## src/rtl/apb_arbiter_master.sv

```systemverilog
// Two-requester APB master: round-robin arbitration on ties, back-to-back
// transfers, and a bounded wait-state counter that aborts stalled accesses.
module apb_arbiter_master #(
  parameter int unsigned ADDR_WIDTH = 14,
  parameter int unsigned DATA_WIDTH = 32,
  parameter int unsigned TIMEOUT    = 16
) (
  input  logic                    PCLK,
  input  logic                    PRESET,
  input  logic [1:0]              req_valid,
  input  logic [1:0]              req_write,
  input  logic [2*ADDR_WIDTH-1:0] req_addr,
  input  logic [2*DATA_WIDTH-1:0] req_wdata,
  output logic [1:0]              req_ready,
  output logic [1:0]              resp_valid,
  output logic [DATA_WIDTH-1:0]   resp_rdata,
  output logic                    resp_err,
  output logic [ADDR_WIDTH-1:0]   PADDR,
  output logic                    PSEL,
  output logic                    PENABLE,
  output logic                    PWRITE,
  output logic [DATA_WIDTH-1:0]   PWDATA,
  output logic [DATA_WIDTH/8-1:0] PSTRB,
  input  logic [DATA_WIDTH-1:0]   PRDATA,
  input  logic                    PREADY,
  input  logic                    PSLVERR
);

  localparam int unsigned CNT_W  = $clog2(TIMEOUT + 1);
  localparam int unsigned STRB_W = DATA_WIDTH / 8;

  typedef enum logic [1:0] {IDLE, SETUP, ACCESS} state_e;

  state_e                  state_q, state_d;
  logic                    gnt_q, gnt_d;
  logic                    last_grant_q, last_grant_d;
  logic [CNT_W-1:0]        cnt_q, cnt_d;
  logic                    psel_q, psel_d;
  logic                    penable_q, penable_d;
  logic                    pwrite_q, pwrite_d;
  logic [ADDR_WIDTH-1:0]   paddr_q, paddr_d;
  logic [DATA_WIDTH-1:0]   pwdata_q, pwdata_d;
  logic [STRB_W-1:0]       pstrb_q, pstrb_d;
  logic [1:0]              resp_valid_q, resp_valid_d;
  logic [DATA_WIDTH-1:0]   resp_rdata_q, resp_rdata_d;
  logic                    resp_err_q, resp_err_d;

  logic any_req;
  logic win;
  logic do_grant;

  assign any_req = |req_valid;
  // On a tie the requester that did not win last time goes next.
  assign win     = (req_valid == 2'b11) ? ~last_grant_q : req_valid[1];

  always_comb begin
    state_d      = state_q;
    gnt_d        = gnt_q;
    last_grant_d = last_grant_q;
    cnt_d        = cnt_q;
    psel_d       = psel_q;
    penable_d    = penable_q;
    pwrite_d     = pwrite_q;
    paddr_d      = paddr_q;
    pwdata_d     = pwdata_q;
    pstrb_d      = pstrb_q;
    resp_valid_d = 2'b00;
    resp_rdata_d = resp_rdata_q;
    resp_err_d   = resp_err_q;
    req_ready    = 2'b00;
    do_grant     = 1'b0;

    case (state_q)
      IDLE: begin
        do_grant = any_req;
      end
      SETUP: begin
        state_d   = ACCESS;
        penable_d = 1'b1;
        cnt_d     = '0;
      end
      ACCESS: begin
        if (PREADY) begin
          resp_valid_d = gnt_q ? 2'b10 : 2'b01;
          resp_err_d   = PSLVERR;
          resp_rdata_d = pwrite_q ? '0 : PRDATA;
          do_grant     = any_req;
          state_d      = IDLE;
          psel_d       = 1'b0;
          penable_d    = 1'b0;
        end else if (cnt_q == CNT_W'(TIMEOUT - 1)) begin
          // Slave stalled too long: abort with an error response.
          resp_valid_d = gnt_q ? 2'b10 : 2'b01;
          resp_err_d   = 1'b1;
          resp_rdata_d = '0;
          state_d      = IDLE;
          psel_d       = 1'b0;
          penable_d    = 1'b0;
        end else begin
          cnt_d = cnt_q + CNT_W'(1);
        end
      end
      default: state_d = IDLE;
    endcase

    if (do_grant && !PRESET) begin
      req_ready    = win ? 2'b10 : 2'b01;
      gnt_d        = win;
      last_grant_d = win;
      paddr_d      = win ? req_addr[2*ADDR_WIDTH-1:ADDR_WIDTH] : req_addr[ADDR_WIDTH-1:0];
      pwdata_d     = win ? req_wdata[2*DATA_WIDTH-1:DATA_WIDTH] : req_wdata[DATA_WIDTH-1:0];
      pwrite_d     = win ? req_write[1] : req_write[0];
      pstrb_d      = pwrite_d ? '1 : '0;
      state_d      = SETUP;
      psel_d       = 1'b1;
      penable_d    = 1'b0;
    end
  end

  always_ff @(posedge PCLK) begin
    if (PRESET) begin
      state_q      <= IDLE;
      gnt_q        <= 1'b0;
      last_grant_q <= 1'b1;
      cnt_q        <= '0;
      psel_q       <= 1'b0;
      penable_q    <= 1'b0;
      pwrite_q     <= 1'b0;
      paddr_q      <= '0;
      pwdata_q     <= '0;
      pstrb_q      <= '0;
      resp_valid_q <= 2'b00;
      resp_rdata_q <= '0;
      resp_err_q   <= 1'b0;
    end else begin
      state_q      <= state_d;
      gnt_q        <= gnt_d;
      last_grant_q <= last_grant_d;
      cnt_q        <= cnt_d;
      psel_q       <= psel_d;
      penable_q    <= penable_d;
      pwrite_q     <= pwrite_d;
      paddr_q      <= paddr_d;
      pwdata_q     <= pwdata_d;
      pstrb_q      <= pstrb_d;
      resp_valid_q <= resp_valid_d;
      resp_rdata_q <= resp_rdata_d;
      resp_err_q   <= resp_err_d;
    end
  end

  assign PSEL       = psel_q;
  assign PENABLE    = penable_q;
  assign PWRITE     = pwrite_q;
  assign PADDR      = paddr_q;
  assign PWDATA     = pwdata_q;
  assign PSTRB      = pstrb_q;
  assign resp_valid = resp_valid_q;
  assign resp_rdata = resp_rdata_q;
  assign resp_err   = resp_err_q;

endmodule

```

## config.mk

```make
export PLATFORM = sky130hd
export DESIGN_NAME = apb_arbiter_master
export DESIGN_NICKNAME = d
export VERILOG_FILES = /design/src/rtl/apb_arbiter_master.sv
export SDC_FILE = /design/constraint.sdc
export NUM_CORES = 1
export LEC_CHECK = 0
export ABC_AREA = 1
export BUFFER_PORTS_ARGS = -buffer_cell sky130_fd_sc_hd__buf_2
export CORE_MARGIN = 2
export CORE_UTILIZATION = 44
export DETAILED_ROUTE_END_ITERATION = 10
export PLACE_DENSITY = 0.8
export SYNTH_ARGS = -nofsm -noshare
export SYNTH_HDL_FRONTEND = slang
export SYNTH_SLANG_ARGS = --single-unit
```

## constraint.sdc

```tcl
create_clock -name PCLK -period 2.2 [get_ports PCLK]
set_input_delay 0.22 -clock PCLK [delete_from_list [all_inputs] [get_ports PCLK]]
set_output_delay 0.22 -clock PCLK [all_outputs]
set_load 0.01 [all_outputs]
```

-- Word level (Yosys, flattened, before mapping)
Index checks and enable logic that the tools add are counted.
- output and inout port bits: 90
- bits in registers: 97
- logic and storage cells: 72
- equal/unequal tests: 9
- $add $sub $neg: 1
- mux-type cells: 29
- bitwise operators: 3
- reductions and logical operators: 16
- operators by type and width (operator ; number):
    32-bit two-way mux ; 4
    14-bit two-way mux ; 1
    2-bit two-way mux ; 7
    1-bit two-way mux ; 10
    5-bit two-way mux ; 2
    5-bit one-hot mux with 2 select lines ; 1
    2-bit AND reduction ; 5
    2-bit inequality test (second input constant) ; 3
    2-bit one-hot mux with 3 select lines ; 1
    2-bit nonzero test ; 3
    2-bit OR reduction ; 3
    5-bit by 1-bit adder with 5-bit output (second input constant) ; 1
    5-bit by 4-bit == test with 1-bit output (second input constant) ; 1
    2-bit == test (second input constant) ; 2
    4-bit two-way mux ; 1
    4-bit inequality test (second input constant) ; 1
    1-bit one-hot mux with 2 select lines ; 2
    3-bit inequality test (second input constant) ; 1
    1-bit NOT ; 3
    3-bit AND reduction ; 1
    3-bit nonzero test ; 1
    2-bit by 1-bit == test with 1-bit output (second input constant) ; 1
    2-bit zero test ; 1
    1-bit logical AND ; 1
    1-bit zero test ; 1

-- Longest topological paths before layout
Gate-level depths: netlist of run 1.
- depth in word-level cells: 6
- gate-level depth with buffers: 10
- mapped depth without buffers: 10

-- Least setup slack after synthesis of run 1
No wires, ideal clock.
- kind: register -> register
- from: register cnt_q[0]
- to: register resp_rdata_q[23] (netlist: resp_rdata[23])
- library setup time: 0.070 ns
- data required time: 2.130 ns
- arrival time: 1.511 ns
- slack: 0.619 ns
- buffers on the path: 1
- cell stages (with the launch flop): 11
- path through: dfxtp_1 > ha_1 > nand2_1 > nor2_1 > ha_1 > nor2_1 > inv_1 > nand2_1 > buf_2 > nand2_1 > a21oi_1
- cells in the longest elaborated chain, start to end: 3
- ends and longest elaborated chain (what ; RTL line ; text):
    from (decl) ; 37 ; logic [CNT_W-1:0] cnt_q, cnt_d;
    from (signal assigned) ; 139 ; cnt_q <= cnt_d;
    5-bit by 4-bit == test with 1-bit output ; 91 ; end else if (cnt_q == CNT_W'(TIMEOUT - 1)) begin
    2-bit nonzero test (no line) ; n/a ;
    2-bit AND reduction (no line) ; n/a ;
    to (signal assigned) ; 147 ; resp_rdata_q <= resp_rdata_d;
    to (decl) ; 45 ; logic [DATA_WIDTH-1:0] resp_rdata_q, resp_rdata_d;
Every way passes these cells.
A chain may end at the register's enable or synchronous reset.

-- Worst setup path in the final report of run 1
- from: register cnt_q[0]
- to: register resp_rdata_q[13] (netlist: resp_rdata[13])
The elaborated chain is that of the path after synthesis.

==> metrics.cfg, run 1 <==
[run_status]
status=complete, no violations

[placed_design]
post-place-ws_ns=0.4120
io_buffer_count=221
dp.cells=876
gp_congestion=0.8612
hpwl_um=8483

[drt]
dr.first_iter.drc_count=137
ant_nets=0
drt_pass1_iterations=4
highest_layer=met5
vias_per_cell=4.985
vias=4447
drc=0
wl_met3_um=1191
met2_length_um=5440
wirelength_um=11660
wl_per_cell_um=13.08
drt-met1-wl_um=4759

[critical_path]
cp_data_arrival_time_ns=2.11
cp_max_fo=36
rrSetupSlack_ns=0.37
r2r_cells=10
endpoint_kind=flip-flop
crit_type=reg2reg
start_kind=flip-flop
required_ns=2.47

[sta]
setup_viol=0
worst_slew_pin_slew_ns=0.8455
fin_crit_sh_pct=83.27
tns_ns=0
hold_viol=0
setup_ws_ns=0.3680
rsz0062_at_grt=false
maxSlewHeadroom_pct=43.63
slew_violations=0
fin_worst_skew_ns=0.007930
fmax_ghz=0.5459
post-route-min-period_ns=1.832
whs_ns=0.1062

[clock_tree]
clk_path_buf_depth=2
clk_latency_ns=0.35
cts_tree=yes
root_buffer=clkbuf_8
cts_sinks=93
post_cts_buffers=0
h-tree-depth=3
cts_resized=0
numCtsBuffers=9
holdBufCountCts=0
clkTransAtPathRegs_ns=0.09

[cells_and_area]
syn_to_final_growth_pct=33.96
n_fill_cell=827
fin_cells=892
fin_util_pct=60.89
drive_gt1_share_pct=32.27
diodes=0
fin_nets=913

[yosys]
yosys_warnings=0
syn-instance-count=583
netlist_area_mm2=0.003964
synthesis.nets=717
synth_async_sr_flop_share_pct=0
synth_common_cells=nand2_1 (274), dfxtp_1 (93), a21oi_1 (86), nand3_1 (50), buf_2 (24)
ys_types=19
synth_top_area_share_pct=46.97
synth_ff_type=dfxtp_1
synth.area.top_cells=dfxtp_1 (47%), nand2_1 (26%), a21oi_1 (11%), nand3_1 (6.3%), buf_2 (3.0%)
synth_top_area_cell=dfxtp_1
synth_enable_flop_cells=0
synth_most_common_cell=nand2_1
synth-seq-cells=93
synth-seq-area-share_pct=46.97
synth_area_per_cell_um2=6.799

[floorplan]
rows=34
ioPinCount=222
die_width_um=98.92
die_area_mm2=0.009784
die_h_um=98.92
start_util_pct=45.45
core_mm2=0.008721

[global_routing]
grt_remaining_overflow=0
grt_pass1_vias=4121
grt_usage_pct=23.47
grt_max_degree=84
antenna_found_initial=2
grt_pass1_wl_um=18810

[power_and_ir_drop]
vdd_drop_max_mv=0.3283
powerDensity_mw_per_mm2=708.2
cellLeakagePower_nw=2.697

[hold_path]
min_delay_path_depth=3
hold_path_class=in2reg

[flow_run]
drv_cap=0

worst paths after layout:
check | from | to
setup reg to reg | cnt_q[0]$_SDFFE_PP0P_ | resp_rdata[13]$_SDFFE_PP0P_
hold / removal | PRDATA[26] | resp_rdata[26]$_SDFFE_PP0P_
hold reg to reg | gnt_q$_SDFFE_PP0P_ | resp_valid[0]$_SDFF_PP0_
setup / recovery | cnt_q[0]$_SDFFE_PP0P_ | resp_rdata[13]$_SDFFE_PP0P_
metal layers:
metal | vias to the layer above | track usage [%]
met1 | 1987 | 27.77
met5 | - | 0
li1 | 2243 | -
met2 | 194 | 40.38
met3 | 21 | 6.738
met4 | 2 | 8.641
logic make-up (layout without fill, tap and decap cells):
kind of cell    after synthesis  in the layout  share of synthesized area, %
fa+ha+maj                     2              2                        0.6312
simple gates                341            341                         34.19
compound gates               90             90                         11.40
flops                        93             93                         46.97
buf+inv                      57            258                         6.818
cell usage in the layout (no fill, tap or decap):
cell type | Yosys | final
clkinv_2 | 0 | 1
clkinvlp_4 | 0 | 1
inv_6 | 0 | 2
or2_2 | 1 | 1
a21oi_1 | 86 | 86
nor3_1 | 2 | 2
nand2_1 | 274 | 272
nand2_2 | 0 | 2
nor2_1 | 11 | 11
nor2_2 | 2 | 1
inv_2 | 3 | 3
nand3_1 | 50 | 50
buf_4 | 5 | 7
nand4_1 | 1 | 1
o22ai_1 | 1 | 1
clkbuf_8 | 0 | 9
buf_12 | 0 | 1
o21ai_0 | 3 | 3
ha_1 | 2 | 2
dfxtp_1 | 93 | 93
inv_1 | 10 | 10
bufinv_16 | 0 | 3
buf_2 | 24 | 221
nor2_4 | 0 | 1
final cells by class:
| cell class | instances | area, µm² | area share [%] |
|---|---|---|---|
| clock buffer | 9 | 123.9 | 2.333 |
| inverter | 13 | 48.80 | 0.9189 |
| multi-input combinational | 433 | 1842 | 34.68 |
| tap | 108 | 135.1 | 2.545 |
| timing repair buffer | 229 | 1179 | 22.20 |
| sequential | 93 | 1862 | 35.06 |
| clock inverter | 7 | 120.1 | 2.262 |
state kept, by name, indices dropped and copies added, names as in the netlist, 2 cells and up:
name        flops
PADDR          14
PWDATA         32
cnt_q           5
resp_rdata     32
resp_valid      2
state_q         2
critical path: stages (launching register included):
cell and delay [ns]:
dfxtp_1 0.35, ha_1 0.22, nand2_1 0.09, nor2_1 0.05, ha_1 0.17, nor2_1 0.12
inv_1 0.09, nand2_1 0.07, buf_4 0.33, nand2_1 0.10, a21oi_1 0.17
per-stage QoR:
stage | power [W] | area [µm²]
final | 0.003761 | 5310
after global routing | 0.003943 | 5310
after CTS | 0.003805 | 5310
after detailed placement | 0.002435 | 5066
after global placement | 0.002420 | 5066
after floorplan | 0.002174 | 3964
report_power, final:
part	switching (W)	internal, W
logic	0.000356	0.000242
registers	0.0000386	0.00176
clock network	0.000608	0.000761
total	0.00100	0.00276
Power figures use the tool's default switching activity.
==> run 2, diff against run 1 <==
==> constraint.sdc (replaced) <==
create_clock -name PCLK -period 1.8 [get_ports PCLK]
set_input_delay 0.18 -clock PCLK [delete_from_list [all_inputs] [get_ports PCLK]]
set_output_delay 0.18 -clock PCLK [all_outputs]
set_load 0.01 [all_outputs]
==> run 2 against run 1 <==
Against the previous run: flip-flop and latch count did not move; register-to-register slack got worse by 0.22 ns; first-iteration DRC count fell by 6.6%; final area rose by 0.78%; worst hold slack got worse by 0.033 ns; worst setup slack got worse by 0.22 ns; critical endpoint is now req_ready[1].
==> metrics.cfg, run 2 (synthesized netlist as in run 1, its figures left out) <==
[floorplan]
core_mm2=0.008721  ; unchanged
die_width_um=98.92  ; unchanged
die_area_mm2=0.009784  ; unchanged
die_h_um=98.92  ; unchanged
ioPinCount=222  ; unchanged
start_util_pct=45.45  ; unchanged
rows=34  ; unchanged

[critical_path]
max_stage_delay_ns=0.35  ; about the same
slowest_stage=nand4_1
required_ns=1.62  ; -0.85 ns
cp_data_arrival_time_ns=1.47  ; -0.64 ns
crit_type=reg2out
critical_path_buf_inv_count=1  ; -1
crit_chain=nand2_1 -> nand4_1 -> nor2_1 -> buf_2
endpoint_kind=primary output
start_kind=flip-flop
path_delay_family=simple AND/OR/NAND/NOR gates
cp_max_fo=8  ; -78%

[placed_design]
io_buffer_count=221  ; unchanged
dp.cells=879  ; +0.34%
gp_congestion=0.8808  ; +2.3%
hpwl_um=8443  ; -0.47%
placed_area_mm2=0.005089  ; +0.44%

[clock_tree]
root_buffer=clkbuf_8
clk_path_buf_depth=2  ; unchanged
h-tree-depth=3  ; unchanged
clkTransAtPathRegs_ns=0.09  ; about the same
cts_tree=yes
clk_latency_ns=0.35  ; about the same
cts_sinks=93  ; unchanged
holdBufCountCts=0  ; unchanged
numCtsBuffers=9  ; unchanged

[sta]
post-route-min-period_ns=1.653
fin_worst_skew_ns=0.01350  ; +0.005565 ns
fin_crit_sh_pct=91.86
setup_viol=0  ; unchanged
fmax_ghz=0.6048
maxSlewHeadroom_pct=42.03  ; -1.6 points
slew_violations=0  ; unchanged
tns_ns=0  ; unchanged
worst_slew_pin_slew_ns=0.8696  ; +0.02409 ns
hold_viol=0  ; unchanged

[drt]
drc=0  ; unchanged
vias=4470  ; +0.52%
ant_nets=0  ; unchanged
vias_per_cell=4.983  ; about the same
dr.first_iter.drc_count=128  ; -6.6%
wirelength_um=12000  ; +2.9%
drt_pass1_iterations=7  ; +3
wl_per_cell_um=13.38  ; +2.3%

[cells_and_area]
final_common_cell=nand2_1
drive_gt1_share_pct=32.87  ; +0.60 points
finalInstanceArea_mm2=0.005351  ; +0.78%
syn_to_final_growth_pct=35.01
fin_cells=897  ; +0.56%
n_fill_cell=857  ; +3.6%
final_cell_mix=nand2_1 (271), buf_2 (221), dfxtp_1 (93), a21oi_1 (86), nand3_1 (50)
fin_nets=917  ; +0.44%

[power_and_ir_drop]
seq_power_share_pct=49.1  ; +1.4 points
finalPower_w=0.004469  ; +19%
vdd_drop_max_mv=0.3737  ; +14%
p_int_w=0.003238  ; +17%
power.share.combinational_pct=16.6  ; +0.7 points
powerDensity_mw_per_mm2=835.1  ; +18%
clockPowerShare_pct=34.3  ; -2.1 points
cellLeakagePower_nw=2.722  ; +0.96%
switchingPower_w=0.001231  ; +23%
power.share.switching_pct=27.54  ; +0.89 points

[global_routing]
grt_pass1_wl_um=18330  ; -2.5%
grt_remaining_overflow=0  ; unchanged
antenna_found_initial=1  ; -1
grt_pass1_vias=4001  ; -2.9%
grt_max_degree=84  ; unchanged
grt_usage_pct=22.84  ; -0.63 points

[run_status]
status=complete, no violations

[flow_run]
drv_cap=0  ; unchanged

[hold_path]
hold_path_class=in2reg

## run 2: worst reg2reg max path, delay by kind of cell, from the launching register on
kind	cells	cell delay (ns)
compound gates	1	0.16
fa+ha+maj	2	0.39
buf+inv	2	0.25
flops	1	0.34
simple gates	5	0.40
## run 2: final cells by class
class / instances / area (µm²) / area share (%)
Inverter: 13 / 48.80 / 0.9119
Multi-Input combinational cell: 433 / 1852 / 34.60
Clock buffer: 9 / 123.9 / 2.315
Tap cell: 108 / 135.1 / 2.525
Sequential cell: 93 / 1862 / 34.79
Timing Repair Buffer: 233 / 1230 / 22.98
Antenna cell: 1 / 2.502 / 0.04676
Clock inverter: 7 / 97.59 / 1.824
## run 2: repair_timing
action                                 in CTS  in global routing
setup buffers                               0                  0
setup endpoints to repair                   0                 30
endpoints found under the hold margin       0                  0
resized for setup                           0                  4
## run 2: through the flow
| stage | setup slack [ns] | util, % | hold slack [ns] |
|---|---|---|---|
| floorplan | 0.2190 | - | 0.3227 |
| global placement | 0.2242 | 58.35 | 0.4083 |
| CTS | 0.004086 | 60.89 | 0.04842 |
| global route | -0.01050 | 61.33 | 0.05557 |
| finish | 0.1465 | 61.36 | 0.07330 |
| detailed placement | 0.1253 | 58.35 | 0.4168 |
## run 2: worst paths after layout
kind	startpoint	to	slack [ns]	cells past startpoint
min reg2reg	gnt_q$_SDFFE_PP0P_	resp_valid[0]$_SDFF_PP0_	0.43	1
max	state_q[1]$_SDFFE_PP0P_	req_ready[1]	0.15	4
max reg2reg	cnt_q[0]$_SDFFE_PP0P_	resp_rdata[30]$_SDFFE_PP0P_	0.15	10
min	PRDATA[4]	resp_rdata[4]$_SDFFE_PP0P_	0.07	3
## run 2: power groups by stage
stage | Clock, W | Combinational (W) | Sequential, W
global placement | 0 | 0.000726 | 0.00224
detailed placement | 0 | 0.000740 | 0.00224
CTS | 0.00157 | 0.000743 | 0.00219
global route | 0.00166 | 0.000835 | 0.00220
finish | 0.00153 | 0.000744 | 0.00219
floorplan | 0 | 0.000382 | 0.00228
## run 2: metal layers
metal | vias to the layer above | part of all wire [%] | GRT usage (%) | routed length, µm
met5 | - | 0 | 0 | 0
met4 | 0 | 1.1 | 7.376 | 129
met3 | 12 | 9.5 | 6.383 | 1142
met2 | 200 | 47 | 38.51 | 5586
met1 | 2004 | 43 | 28.22 | 5143
li1 | 2254 | - | - | -
